## config.mk

```make
export PLATFORM = sky130hd
export DESIGN_NAME = tbl_sweep_arb_flat
export DESIGN_NICKNAME = d
export VERILOG_FILES = /design/src/rtl/tbl_sweep_arb_if.sv /design/src/rtl/tbl_sweep_arb.sv /design/src/flat_wrapper.sv
export SDC_FILE = /design/constraint.sdc
export NUM_CORES = 1
export LEC_CHECK = 0
export ABC_CLOCK_PERIOD_IN_PS = 4000
export CAP_MARGIN = 5
export CORE_AREA = 2 2 89 91
export CTS_BUF_LIST = sky130_fd_sc_hd__clkbuf_8
export CTS_CLUSTER_SIZE = 8
export DETAILED_ROUTE_END_ITERATION = 16
export DIE_AREA = 0 0 91 93
export PLACE_DENSITY = 0.95
export REMOVE_ABC_BUFFERS = 1
export SETUP_SLACK_MARGIN = 0.5
export SLEW_MARGIN = 20
export SYNTH_ARGS = -nofsm -noshare
export SYNTH_HDL_FRONTEND = slang
export SYNTH_SLANG_ARGS = --single-unit
```

## constraint.sdc

```tcl
create_clock -name clock -period 4 [get_ports clock]
set_clock_uncertainty 0.15 [all_clocks]
set_input_delay 0.8 -clock clock [delete_from_list [all_inputs] [get_ports clock]]
set_output_delay 0.8 -clock clock [all_outputs]
set_load 0.02 [all_outputs]
```

## src/rtl/tbl_sweep_arb_if.sv

```systemverilog
// Requester and table-port bundle for tbl_sweep_arb.
// The slave modport is the arbiter side; master is the requesters plus the table.
interface tbl_sweep_arb_if #(
    parameter int unsigned AW = 7,
    parameter int unsigned DW = 32
) ();
    logic [1:0]    req;
    logic [1:0]    req_we;
    logic [AW-1:0] req_addr0;
    logic [AW-1:0] req_addr1;
    logic [DW-1:0] req_wdata0;
    logic [DW-1:0] req_wdata1;
    logic [1:0]    gnt;
    logic          mem_en;
    logic          mem_we;
    logic [AW-1:0] mem_addr;
    logic [DW-1:0] mem_wdata;
    logic [DW-1:0] mem_rdata;
    logic          rd_valid;
    logic          rd_id;
    logic [DW-1:0] rd_data;

    modport master (
        output req, req_we, req_addr0, req_addr1, req_wdata0, req_wdata1, mem_rdata,
        input  gnt, mem_en, mem_we, mem_addr, mem_wdata, rd_valid, rd_id, rd_data
    );

    modport slave (
        input  req, req_we, req_addr0, req_addr1, req_wdata0, req_wdata1, mem_rdata,
        output gnt, mem_en, mem_we, mem_addr, mem_wdata, rd_valid, rd_id, rd_data
    );
endinterface

```

## src/rtl/tbl_sweep_arb.sv

```systemverilog
// Single-port table arbiter: two round-robin requesters plus a background fill sweep
// that only uses the port in cycles where no requester is granted.
module tbl_sweep_arb #(
    parameter int unsigned DEPTH = 128,
    parameter int unsigned AW    = 7,
    parameter int unsigned DW    = 32
) (
    input  logic          clock,
    input  logic          resetN,
    input  logic          start,
    input  logic [DW-1:0] fill_data,
    output logic          busy,
    output logic          done,
    tbl_sweep_arb_if.slave bus
);
    typedef enum logic [1:0] {StIdle, StSweep, StFinish} state_e;

    localparam logic [AW-1:0] LastAddr = AW'(DEPTH - 1);

    state_e        state_q, state_d;
    logic [AW-1:0] ptr_q;
    logic [DW-1:0] fill_q;
    logic          last_q;
    logic          rd_valid_q;
    logic          rd_id_q;
    logic [1:0]    gnt;
    logic          gid;
    logic          sweep_wr;

    // Grant is gated by reset so nothing reaches the port while resetN is low.
    always_comb begin
        gnt = 2'b00;
        if (resetN) begin
            case (bus.req)
                2'b01:   gnt = 2'b01;
                2'b10:   gnt = 2'b10;
                2'b11:   gnt = last_q ? 2'b01 : 2'b10;
                default: gnt = 2'b00;
            endcase
        end
    end

    assign gid      = gnt[1];
    assign sweep_wr = (state_q == StSweep) && (gnt == 2'b00);

    always_ff @(posedge clock or negedge resetN) begin
        if (!resetN) begin
            state_q <= StIdle;
        end else begin
            state_q <= state_d;
        end
    end

    always_comb begin
        state_d = state_q;
        unique case (state_q)
            StIdle:   if (start) state_d = StSweep;
            StSweep:  if (sweep_wr && (ptr_q == LastAddr)) state_d = StFinish;
            StFinish: state_d = StIdle;
            default:  state_d = StIdle;
        endcase
    end

    always_comb begin
        busy          = (state_q == StSweep);
        done          = (state_q == StFinish);
        bus.mem_en    = 1'b0;
        bus.mem_we    = 1'b0;
        bus.mem_addr  = '0;
        bus.mem_wdata = '0;
        if (gnt != 2'b00) begin
            bus.mem_en    = 1'b1;
            bus.mem_we    = bus.req_we[gid];
            bus.mem_addr  = gid ? bus.req_addr1 : bus.req_addr0;
            bus.mem_wdata = gid ? bus.req_wdata1 : bus.req_wdata0;
        end else if (sweep_wr) begin
            bus.mem_en    = 1'b1;
            bus.mem_we    = 1'b1;
            bus.mem_addr  = ptr_q;
            bus.mem_wdata = fill_q;
        end
    end

    // Pointer stops at the last entry; the FSM leaves SWEEP on that write.
    always_ff @(posedge clock or negedge resetN) begin
        if (!resetN) begin
            ptr_q      <= '0;
            fill_q     <= '0;
            last_q     <= 1'b1;
            rd_valid_q <= 1'b0;
            rd_id_q    <= 1'b0;
        end else begin
            if ((state_q == StIdle) && start) begin
                ptr_q  <= '0;
                fill_q <= fill_data;
            end else if (sweep_wr && (ptr_q != LastAddr)) begin
                ptr_q <= ptr_q + AW'(1);
            end
            if (gnt != 2'b00) begin
                last_q  <= gid;
                rd_id_q <= gid;
            end
            rd_valid_q <= (gnt != 2'b00) && !bus.req_we[gid];
        end
    end

    assign bus.gnt      = gnt;
    assign bus.rd_valid = rd_valid_q;
    assign bus.rd_id    = rd_id_q;
    assign bus.rd_data  = rd_valid_q ? bus.mem_rdata : '0;
endmodule

```

## src/flat_wrapper.sv

```systemverilog
// flat-port wrapper written by rule: the top's interface ports become plain ports
module tbl_sweep_arb_flat 
#(
    parameter int unsigned DEPTH = 128,
    parameter int unsigned AW    = 7,
    parameter int unsigned DW    = 32
)
  (clock, resetN, start, fill_data, busy, done, bus_req, bus_req_we, bus_req_addr0, bus_req_addr1, bus_req_wdata0, bus_req_wdata1, bus_mem_rdata, bus_gnt, bus_mem_en, bus_mem_we, bus_mem_addr, bus_mem_wdata, bus_rd_valid, bus_rd_id, bus_rd_data);
  tbl_sweep_arb_if #(.AW(AW), .DW(DW)) bus_i ();
  input  logic clock;
  input  logic resetN;
  input  logic start;
  input  logic [DW-1:0] fill_data;
  output logic busy;
  output logic done;
  input wire logic [$bits(bus_i.req)-1:0] bus_req;
  input wire logic [$bits(bus_i.req_we)-1:0] bus_req_we;
  input wire logic [$bits(bus_i.req_addr0)-1:0] bus_req_addr0;
  input wire logic [$bits(bus_i.req_addr1)-1:0] bus_req_addr1;
  input wire logic [$bits(bus_i.req_wdata0)-1:0] bus_req_wdata0;
  input wire logic [$bits(bus_i.req_wdata1)-1:0] bus_req_wdata1;
  input wire logic [$bits(bus_i.mem_rdata)-1:0] bus_mem_rdata;
  output wire logic [$bits(bus_i.gnt)-1:0] bus_gnt;
  output wire logic [$bits(bus_i.mem_en)-1:0] bus_mem_en;
  output wire logic [$bits(bus_i.mem_we)-1:0] bus_mem_we;
  output wire logic [$bits(bus_i.mem_addr)-1:0] bus_mem_addr;
  output wire logic [$bits(bus_i.mem_wdata)-1:0] bus_mem_wdata;
  output wire logic [$bits(bus_i.rd_valid)-1:0] bus_rd_valid;
  output wire logic [$bits(bus_i.rd_id)-1:0] bus_rd_id;
  output wire logic [$bits(bus_i.rd_data)-1:0] bus_rd_data;
  assign bus_i.req = bus_req;
  assign bus_i.req_we = bus_req_we;
  assign bus_i.req_addr0 = bus_req_addr0;
  assign bus_i.req_addr1 = bus_req_addr1;
  assign bus_i.req_wdata0 = bus_req_wdata0;
  assign bus_i.req_wdata1 = bus_req_wdata1;
  assign bus_i.mem_rdata = bus_mem_rdata;
  assign bus_gnt = bus_i.gnt;
  assign bus_mem_en = bus_i.mem_en;
  assign bus_mem_we = bus_i.mem_we;
  assign bus_mem_addr = bus_i.mem_addr;
  assign bus_mem_wdata = bus_i.mem_wdata;
  assign bus_rd_valid = bus_i.rd_valid;
  assign bus_rd_id = bus_i.rd_id;
  assign bus_rd_data = bus_i.rd_data;
  tbl_sweep_arb #(.DEPTH(DEPTH), .AW(AW), .DW(DW)) u_core (.clock(clock), .resetN(resetN), .start(start), .fill_data(fill_data), .busy(busy), .done(done), .bus(bus_i));
endmodule
```

==> results_dict.tcl, run 1 <==
set metrics [dict create \
    grt.total_usage 0.243 \
    synth_cells 326 \
    synth_ff_type "dfrtp_1" \
    fin_crit_sh 0.870 \
    worstMarginPinSlew_ns 0.687 \
    die_area_um2 8460 \
    design.core.area_um2 7530 \
    clkTransAtPathRegs_ns 0.08 \
    crit_arrival_ns 2.53 \
    hpwl_um 8550 \
    synth_top_area_share 0.404 \
    cp_num_buf_inv 4 \
    yosys_warnings 0 \
    final_net_count 695 \
    grt_start_max_net_pins 41 \
    antenna_found_initial 2 \
    cts-buffers-inserted 5 \
    totalWireLength_um 10600 \
    layout_commonest_cell "clkdlybuf4s50_1" \
    path_class "in -> out" \
    hold_viol 0 \
    finalCriticalPeriod_ns 3.48 \
    critPathCaptureType "output pin" \
    drcViolationCount 0 \
    p_int_mw 1.28 \
    cp_max_fo 27 \
    fin_tns_setup_ns 0 \
    rrSetupSlack_ns 2.14 \
    async_reset_ff_frac 1.00 \
    power_mw 2.06 \
    clock_power_share 0.173 \
    p_per_area_nw_per_um2 400 \
    leakagePower_nw 2.58 \
    post_cts_buffers 0 \
    gp_congestion 0.769 \
    r2r_cells 4 \
    overflow 0 \
    cpPeakStageDelay_ns 0.61 \
    initial_utilization 0.354 \
    cts.htree.levels 2 \
    p_seq_frac 0.340 \
    slowest_stage "clkdlybuf4s50_1" \
    relSlewSlack 0.542 \
    first_global_vias 3452 \
    pin_count 228 \
    start_kind "input port" \
    drv_slew 0 \
    tritoncts "built" \
    p_sw_frac 0.377 \
    max_freq_mhz 287 \
    combPwrFrac 0.487 \
    num_vias 3326 \
    routed_via_density 5.12 \
    timing.rr.end "u_core.ptr_q[1]" \
    rsz0062_at_grt "true" \
    ys_ff_latch 44 \
    r2r-start "u_core.state_q[0]" \
    syn_avg_cell_area_um2 8.16 \
    min_path_type "in -> async" \
    first_pass_iters 7 \
    yosys-top-cells-area "dfrtp_1, nand2_1, a222oi_1, and2_1, inv_1" \
    peakVddDrop_mv 0.230 \
    setup_viol 0 \
    cts.path.max_buffers 2 \
    synth.distinct_cells 31 \
    antenna_left 0 \
    die_w_um 91 \
    final_cell_mix "clkdlybuf4s50_1, nand2_1, inv_1, dfrtp_1, a222oi_1" \
    status "finished, final reports clean" \
    netlist_area_um2 2660 \
    die_h_um 93 \
    areaGrowthSynthToFinish_pct 93.8 \
    p_sw_mw 0.777 \
    hold_buffers 0 \
    clkLatencyLatePin_ns 0.29 \
    cp_top_family "buffers and inverters" \
    cp_cell_sequence "dlygate4sd2_1 > o21ai_4 > and2_1 > buf_6 > a222oi_1 > inv_1 > clkdlybuf4s50_1" \
    initialDrtViolationCount 252 \
    route.detailed.wl_per_inst_um 16.3 \
    root_buffer "clkbuf_8" \
    fp-row-count 32 \
    cts_sinks 44 \
    ys_seq_area_frac 0.414 \
    yosys.area.top_type "dfrtp_1" \
    drive_above_1_share 0.0495 \
    cap_viol_max_count 0 \
    port_buffers 227 \
    cp.required_ns 3.05 \
    grt_pass1_wl_um 16500 \
    synth_edf_count 0 \
]
power groups by stage:
| stage | combinational (mW) | clock, mW | sequential [mW] |
|---|---|---|---|
| 2_1_floorplan | 0.505 | 0 | 0.665 |
| 3_3_place_gp | 0.978 | 0 | 0.697 |
| 3_5_place_dp | 1.02 | 0 | 0.702 |
| 4_1_cts | 1.02 | 0.367 | 0.696 |
| 5_1_grt | 1.10 | 0.382 | 0.715 |
| 6_report | 1.00 | 0.357 | 0.700 |
worst reg2reg max path, stage by stage, from the launching register on:
cell     delay, ns
dfrtp_1       0.42
nor2_1        0.13
nand2_1       0.40
buf_4         0.40
a31o_2        0.25
through the flow:
stage / worst slack, ns / instance area, um^2 / std cells / hold slack (ns) / utilization
finish: 0.520 / 5160 / 650 / 0.203 / 0.685
global route: 0.439 / 5160 / 650 / 0.190 / 0.685
CTS: 0.528 / 5130 / 648 / 0.193 / 0.682
detailed placement: 0.164 / 5020 / 640 / 0.318 / 0.667
global placement: 0.290 / 5020 / 640 / 0.313 / 0.667
floorplan: 0.711 / 2520 / 302 / 0.297 / -
per-layer routing:
metal,share of wire,track usage
met1,0.33,0.244
met2,0.54,0.456
met3,0.089,0.0612
met4,0.043,0.135
met5,0,0
cells by family after synthesis:
group                    after synthesis  synth area share
adder cells (fa/ha/maj)                1           0.00470
AND/OR/NAND/NOR                      157             0.265
AO/OA/AOI/OAI                         53             0.189
flip-flops                            44             0.414
buffers and inverters                 68             0.116
multiplexers                           3            0.0113
timing repair:
| action | 4_1_cts | 5_1_grt |
|---|---|---|
| setup endpoints to repair | 39 | 33 |
| gates resized for setup | 9 | 9 |
| pin swaps | 0 | 1 |
layout make-up:
type | count | area [um^2]
Antenna cell | 2 | 5.00
Clock buffer | 6 | 82.6
Clock inverter | 2 | 38.8
Fill cell | 589 | 2370
Inverter | 44 | 165
Multi-Input combinational cell | 214 | 1260
Sequential cell | 44 | 1100
Tap cell | 102 | 128
Timing Repair Buffer | 236 | 2370
worst max path at each step:
stage,cells after the start,end,from
after detailed placement,7,bus_mem_wdata[4],bus_req[1]
after CTS,7,bus_mem_wdata[6],bus_req[1]
after global routing,7,bus_mem_wdata[30],bus_req[1]
final,7,bus_mem_wdata[3],bus_req[1]
after global placement,7,bus_mem_wdata[31],bus_req[1]
after floorplan,3,bus_mem_addr[0],bus_req[0]
registers in the layout, summed over array words and instances (netlist names):
name                 count
u_core.fill_q           32
u_core.last_q            1
u_core.bus.rd_valid      1
u_core.ptr_q             7
u_core.state_q           2
u_core.bus.rd_id         1
synthesized netlist by cell type (2+ instances only):
| library cell | count |
|---|---|
| inv_1 | 43 |
| buf_6 | 5 |
| nand3_1 | 3 |
| and2_1 | 34 |
| clkbuf_1 | 5 |
| o21ai_0 | 3 |
| a21oi_2 | 2 |
| a222oi_1 | 39 |
| mux2i_1 | 3 |
| buf_2 | 13 |
| nand2_1 | 109 |
| a21oi_1 | 3 |
| nor2_1 | 4 |
| dfrtp_1 | 43 |
Power figures use the tool's default switching activity.
==> inputs of run 2 (changes only) <==
--- a/config.mk
+++ b/config.mk
@@ -12,7 +12,8 @@
 export CTS_CLUSTER_SIZE = 8
 export DETAILED_ROUTE_END_ITERATION = 16
 export DIE_AREA = 0 0 91 93
-export PLACE_DENSITY = 0.95
+export DONT_BUFFER_PORTS = 1
+export PLACE_DENSITY = 0.57
 export REMOVE_ABC_BUFFERS = 1
 export SETUP_SLACK_MARGIN = 0.5
 export SLEW_MARGIN = 20
==> run 2 against run 1 <==
Net effect:
- combinational power down 40%
- via count down 29%
- total power down 24%
- clock power down 26%
- design area down 46%
- non-clock buffer count down 230
- critical path depth down 2
- cell count down 36%
- sequential share of layout area up 18 points
- first-iteration DRC count down 20%
- routed wire length down 27%
- register-to-register slack better by 0.09 ns
==> results_dict.tcl, run 2 (synthesis results as in run 1) <==
set metrics [dict create \
    power_mw 1.56 \
    first_pass_iters 8 \
    tritoncts "built" \
    die_h_um 93 \
    totalWireLength_um 7680 \
    design.core.area_um2 7530 \
    final_cell_mix "nand2_1, inv_1, dfrtp_1, a222oi_1, and2_1" \
    r2r_cells 5 \
    clkLatencyLatePin_ns 0.29 \
    grt.total_usage 0.170 \
    port_buffers 0 \
    fin_area_um2 2790 \
    num_vias 2357 \
    finalWorstSetupSlack_ns 0.813 \
    cap_viol_max_count 0 \
    gp_congestion 0.743 \
    min_path_type "in -> async" \
    crit_arrival_ns 2.24 \
    status "finished, final reports clean" \
    hpwl_um 5800 \
    diodes 0 \
    p_per_area_nw_per_um2 560 \
    critPathCaptureType "output pin" \
    timing.rr.end "u_core.ptr_q[3]" \
    fin_crit_sh 0.797 \
    die_area_um2 8460 \
    antenna_found_initial 0 \
    setup_viol 0 \
    finalCriticalPeriod_ns 3.19 \
    largest_reg_flops 32 \
    postPlaceCellArea_um2 2710 \
    max_freq_mhz 314 \
    cp.required_ns 3.05 \
    r2r-start "u_core.ptr_q[0]" \
    leakagePower_nw 1.54 \
    cts.path.max_buffers 2 \
    hold_buffers 0 \
    peakVddDrop_mv 0.190 \
    root_buffer "clkbuf_8" \
    path_common_cell "inv_1" \
    cp_max_fo 26 \
    route.detailed.wl_per_inst_um 18.4 \
    drive_above_1_share 0.0667 \
    grt_start_max_net_pins 48 \
    layout_commonest_cell "nand2_1" \
    die_w_um 91 \
    pre_cts_ws_ns 0.901 \
    rsz0062_at_grt "false" \
    cp_cell_sequence "inv_1 > a21oi_4 > buf_4 > a222oi_1 > inv_1" \
    hold_viol 0 \
    cts_sinks 44 \
    regMostFlops "u_core.fill_q" \
    fp-row-count 32 \
    areaGrowthSynthToFinish_pct 4.70 \
    pin_count 228 \
    first_global_vias 2222 \
    initial_utilization 0.354 \
    start_kind "flop" \
    clkTransAtPathRegs_ns 0.09 \
    routed_via_density 5.65 \
    reg.largest.list "u_core.fill_q x32, u_core.ptr_q x7, u_core.state_q x2" \
    slowest_stage "a21oi_4" \
    cp_num_buf_inv 3 \
    initialDrtViolationCount 202 \
    drcViolationCount 0 \
    cpPeakStageDelay_ns 0.61 \
    grt_pass1_wl_um 11300 \
    relSlewSlack 0.502 \
    worstMarginPinSlew_ns 0.747 \
    path_class "reg -> out" \
    post_cts_buffers 0 \
    final_net_count 465 \
    antenna_left 0 \
    fillCellCount 780 \
    fin_tns_setup_ns 0 \
    cts_resized 0 \
    cts.htree.levels 2 \
    overflow 0 \
    drv_slew 0 \
    cp_top_family "compound AO/OA/AOI/OAI gates" \
    cts-buffers-inserted 5 \
    rrSetupSlack_ns 2.23 \
]
## run 2: cell types whose count changed in the layout (fill, tap and decap cells not counted), sizes merged
cell | before | now
dlymetal6s2s | 8 | 0
clkdlybuf4s50 | 209 | 0
buf | 11 | 6
clkbuf | 6 | 5
diode | 2 | 0
clkinvlp | 0 | 1
dlygate4sd2 | 7 | 0
bufinv | 1 | 0
clkdlybuf4s15 | 1 | 0
## run 2: worst max path at each step
stage                             start                end  slack (ns)  depth (start not counted)
after floorplan              bus_req[0]    bus_mem_addr[0]        0.71                          3
after global placement           resetN  bus_mem_wdata[10]        0.93                          5
after detailed placement         resetN  bus_mem_wdata[10]        0.90                          5
after CTS                 u_core.last_q  bus_mem_wdata[10]        0.82                          5
after global routing      u_core.last_q  bus_mem_wdata[14]        0.71                          5
final                     u_core.last_q  bus_mem_wdata[10]        0.81                          5
## run 2: report_power, final
| group | internal, mW | total (mW) | switching (mW) | leakage, nW |
|---|---|---|---|---|
| sequential | 0.578 | 0.699 | 0.120 | 0.582 |
| clock | 0.118 | 0.265 | 0.147 | 0.0400 |
| combinational | 0.184 | 0.597 | 0.414 | 0.921 |
## run 2: layer usage
metal	wire length [um]	part of all wire	global-route usage	vias up
met5	0	0	0	-
met2	4100	0.53	0.328	183
met3	651	0.085	0.0314	13
li1	-	-	-	1080
met1	2630	0.34	0.175	1081
met4	301	0.039	0.0871	0
## run 2: worst register-to-register path: stages, from the launching register on
cell	delay (ns)
dfrtp_1	0.44
ha_1	0.27
nand4_1	0.13
o2111ai_2	0.17
or3_1	0.38
a21oi_1	0.15
## run 2: layout make-up
| cell class | count | area (um^2) | area share |
|---|---|---|---|
| multi-input cells | 214 | 1260 | 0.454 |
| flip-flops and latches | 44 | 1100 | 0.396 |
| inverters | 44 | 165 | 0.0593 |
| well taps | 102 | 128 | 0.0458 |
| clock buffers | 5 | 68.8 | 0.0247 |
| repair buffers | 6 | 45.0 | 0.0162 |
| clock inverters | 2 | 12.5 | 0.00449 |
## run 2: per-stage QoR
step | hold slack (ns) | util | instances
floorplan | 0.297 | - | 302
global placement | 0.310 | 0.359 | 410
detailed placement | 0.317 | 0.359 | 410
CTS | 0.0249 | 0.370 | 417
global route | 0.0192 | 0.370 | 417
finish | 0.0427 | 0.370 | 417
==> inputs of run 3 (changes only) <==
--- a/config.mk
+++ b/config.mk
@@ -5,7 +5,7 @@
 export SDC_FILE = /design/constraint.sdc
 export NUM_CORES = 1
 export LEC_CHECK = 0
-export ABC_CLOCK_PERIOD_IN_PS = 4000
+export ABC_CLOCK_PERIOD_IN_PS = 3100
 export CAP_MARGIN = 5
 export CORE_AREA = 2 2 89 91
 export CTS_BUF_LIST = sky130_fd_sc_hd__clkbuf_8
==> constraint.sdc (replaced) <==
create_clock -name clock -period 3.1 [get_ports clock]
set_clock_uncertainty 0.15 [all_clocks]
set_input_delay 0.62 -clock clock [delete_from_list [all_inputs] [get_ports clock]]
set_output_delay 0.62 -clock clock [all_outputs]
set_load 0.02 [all_outputs]
==> run 3 against run 2 <==
Net effect:
- global-route usage increased by 0.61 points
- clock power rose by 40%
- die area is the same
- worst setup slack lost 0.19 ns
- design area is 4.6% higher
- first-iteration DRC count is 13% lower
- worst hold slack lost 0.031 ns
- core utilization increased by 1.7 points
- sequential share of layout area down 1.7 points
==> results_dict.tcl, run 3 (synthesis results as in run 1) <==
set metrics [dict create \
    cap_viol_max_count 0 \
    diodes 0 \
    overflow 0 \
    totalWireLength_um 7990 \
    largest_reg_flops 32 \
    r2r_cells 6 \
    finalWorstSetupSlack_ns 0.621 \
    first_pass_iters 8 \
    rrSetupSlack_ns 1.30 \
    final_net_count 471 \
    p_per_area_nw_per_um2 717 \
    cp_max_fo 18 \
    cp_cell_sequence "nand2b_4 > inv_2 > and2_4 > buf_4 > a222oi_1 > inv_1" \
    slowest_stage "dfrtp_1" \
    critPathCaptureType "output pin" \
    clkTransAtPathRegs_ns 0.08 \
    finalCriticalPeriod_ns 2.48 \
    cpPeakStageDelay_ns 0.43 \
    die_h_um 93 \
    clkLatencyLatePin_ns 0.29 \
    hold_viol 0 \
    pre_cts_ws_ns 0.462 \
    path_class "reg -> out" \
    timing.rr.end "u_core.fill_q[4]" \
    initialDrtViolationCount 175 \
    grt.total_usage 0.177 \
    start_kind "flop" \
    route.detailed.wl_per_inst_um 18.8 \
    status "finished, final reports clean" \
    port_buffers 0 \
    leakagePower_nw 1.60 \
    min_path_type "in -> async" \
    reg.largest.list "u_core.fill_q x32, u_core.ptr_q x7, u_core.state_q x2" \
    design.core.area_um2 7530 \
    worstMarginPinSlew_ns 0.758 \
    antenna_found_initial 0 \
    max_freq_mhz 403 \
    cts-buffers-inserted 5 \
    crit_arrival_ns 1.71 \
    final_cells 424 \
    initial_utilization 0.354 \
    drv_slew 0 \
    routed_via_density 5.52 \
    tritoncts "built" \
    die_area_um2 8460 \
    r2r-start "u_core.state_q[0]" \
    rsz0062_at_grt "true" \
    root_buffer "clkbuf_8" \
    die_w_um 91 \
    first_global_vias 2191 \
    fp-row-count 32 \
    gp_congestion 0.732 \
    num_vias 2340 \
    regMostFlops "u_core.fill_q" \
    cts.path.max_buffers 2 \
    areaGrowthSynthToFinish_pct 9.50 \
    cts.htree.levels 2 \
    relSlewSlack 0.495 \
    final_cell_mix "nand2_1, inv_1, dfrtp_1, a222oi_1, and2_1" \
    antenna_left 0 \
    drcViolationCount 0 \
    hpwl_um 5990 \
    grt_pass1_wl_um 11600 \
    fin_crit_sh 0.800 \
    fin_tns_setup_ns 0 \
    layout_commonest_cell "nand2_1" \
    cp.required_ns 2.33 \
    cts_sinks 44 \
    grt_start_max_net_pins 44 \
    setup_viol 0 \
    pin_count 228 \
    peakVddDrop_mv 0.236 \
    dp_cells 410 \
    fillCellCount 774 \
    drive_above_1_share 0.0870 \
]
run 3: cell types whose count changed in the layout (fill, tap and decap cells not counted):
cell and change:
clkinv_2 -1, clkbuf_8 +1, and2_4 +1, buf_12 +3, buf_16 +1, inv_2 +1
and2_1 -1, dlygate4sd3_1 +1, buf_8 +1
run 3: per-layer routing:
| metal | part of all wire | wire length (um) | vias up | GRT usage |
|---|---|---|---|---|
| met1 | 0.36 | 2900 | 1053 | 0.191 |
| met4 | 0.034 | 271 | 0 | 0.0795 |
| li1 | - | - | 1096 | - |
| met3 | 0.078 | 625 | 13 | 0.0322 |
| met2 | 0.52 | 4190 | 178 | 0.335 |
| met5 | 0 | 0 | - | 0 |
run 3: what timing repair did:
item,4_1_cts,5_1_grt
gates resized for setup,1,6
pin swaps,1,3
setup endpoints to repair,24,25
hold endpoints to repair,43,0
hold buffers,2,0
setup buffers,2,2
run 3: area by class of cell:
cell class	count	area (um^2)	area share
Sequential cell	44	1100	0.378
Multi-Input combinational cell	214	1270	0.435
Tap cell	102	128	0.0438
Timing Repair Buffer	12	158	0.0541
Clock inverter	2	11.3	0.00386
Clock buffer	6	82.6	0.0283
Inverter	44	165	0.0567
run 3: worst max-delay path, delay by kind of cell, from the launching register on:
kind                   cells  cell delay [ns]
buffers and inverters      3             0.49
flip-flops                 1             0.43
AO/OA/AOI/OAI              1             0.25
AND/OR/NAND/NOR            2             0.26
run 3: worst max path at each step:
stage	to	startpoint	cells past startpoint	slack, ns
6_report	bus_mem_addr[3]	u_core.state_q[0]	6	0.62
3_5_place_dp	bus_mem_wdata[22]	resetN	5	0.46
2_1_floorplan	bus_mem_addr[0]	bus_req[0]	3	0.17
5_1_grt	bus_mem_addr[2]	u_core.state_q[0]	6	0.45
3_3_place_gp	bus_mem_wdata[11]	resetN	5	0.50
4_1_cts	bus_mem_addr[2]	u_core.state_q[1]	6	0.52
run 3: stage by stage:
step	total power, mW	instance area [um^2]	util	hold slack (ns)
after floorplan	1.51	2520	-	0.174
after global placement	1.67	2720	0.361	0.175
after detailed placement	1.70	2720	0.361	0.175
after CTS	2.10	2880	0.383	0.0148
after global routing	2.25	2910	0.387	0.0168
final	2.09	2910	0.387	0.0119
run 3: where the power goes:
part,internal [mW],leakage [nW],switching (mW)
Sequential,0.746,0.582,0.158
Combinational,0.263,0.972,0.551
Clock,0.178,0.0486,0.194
Total,1.19,1.60,0.903
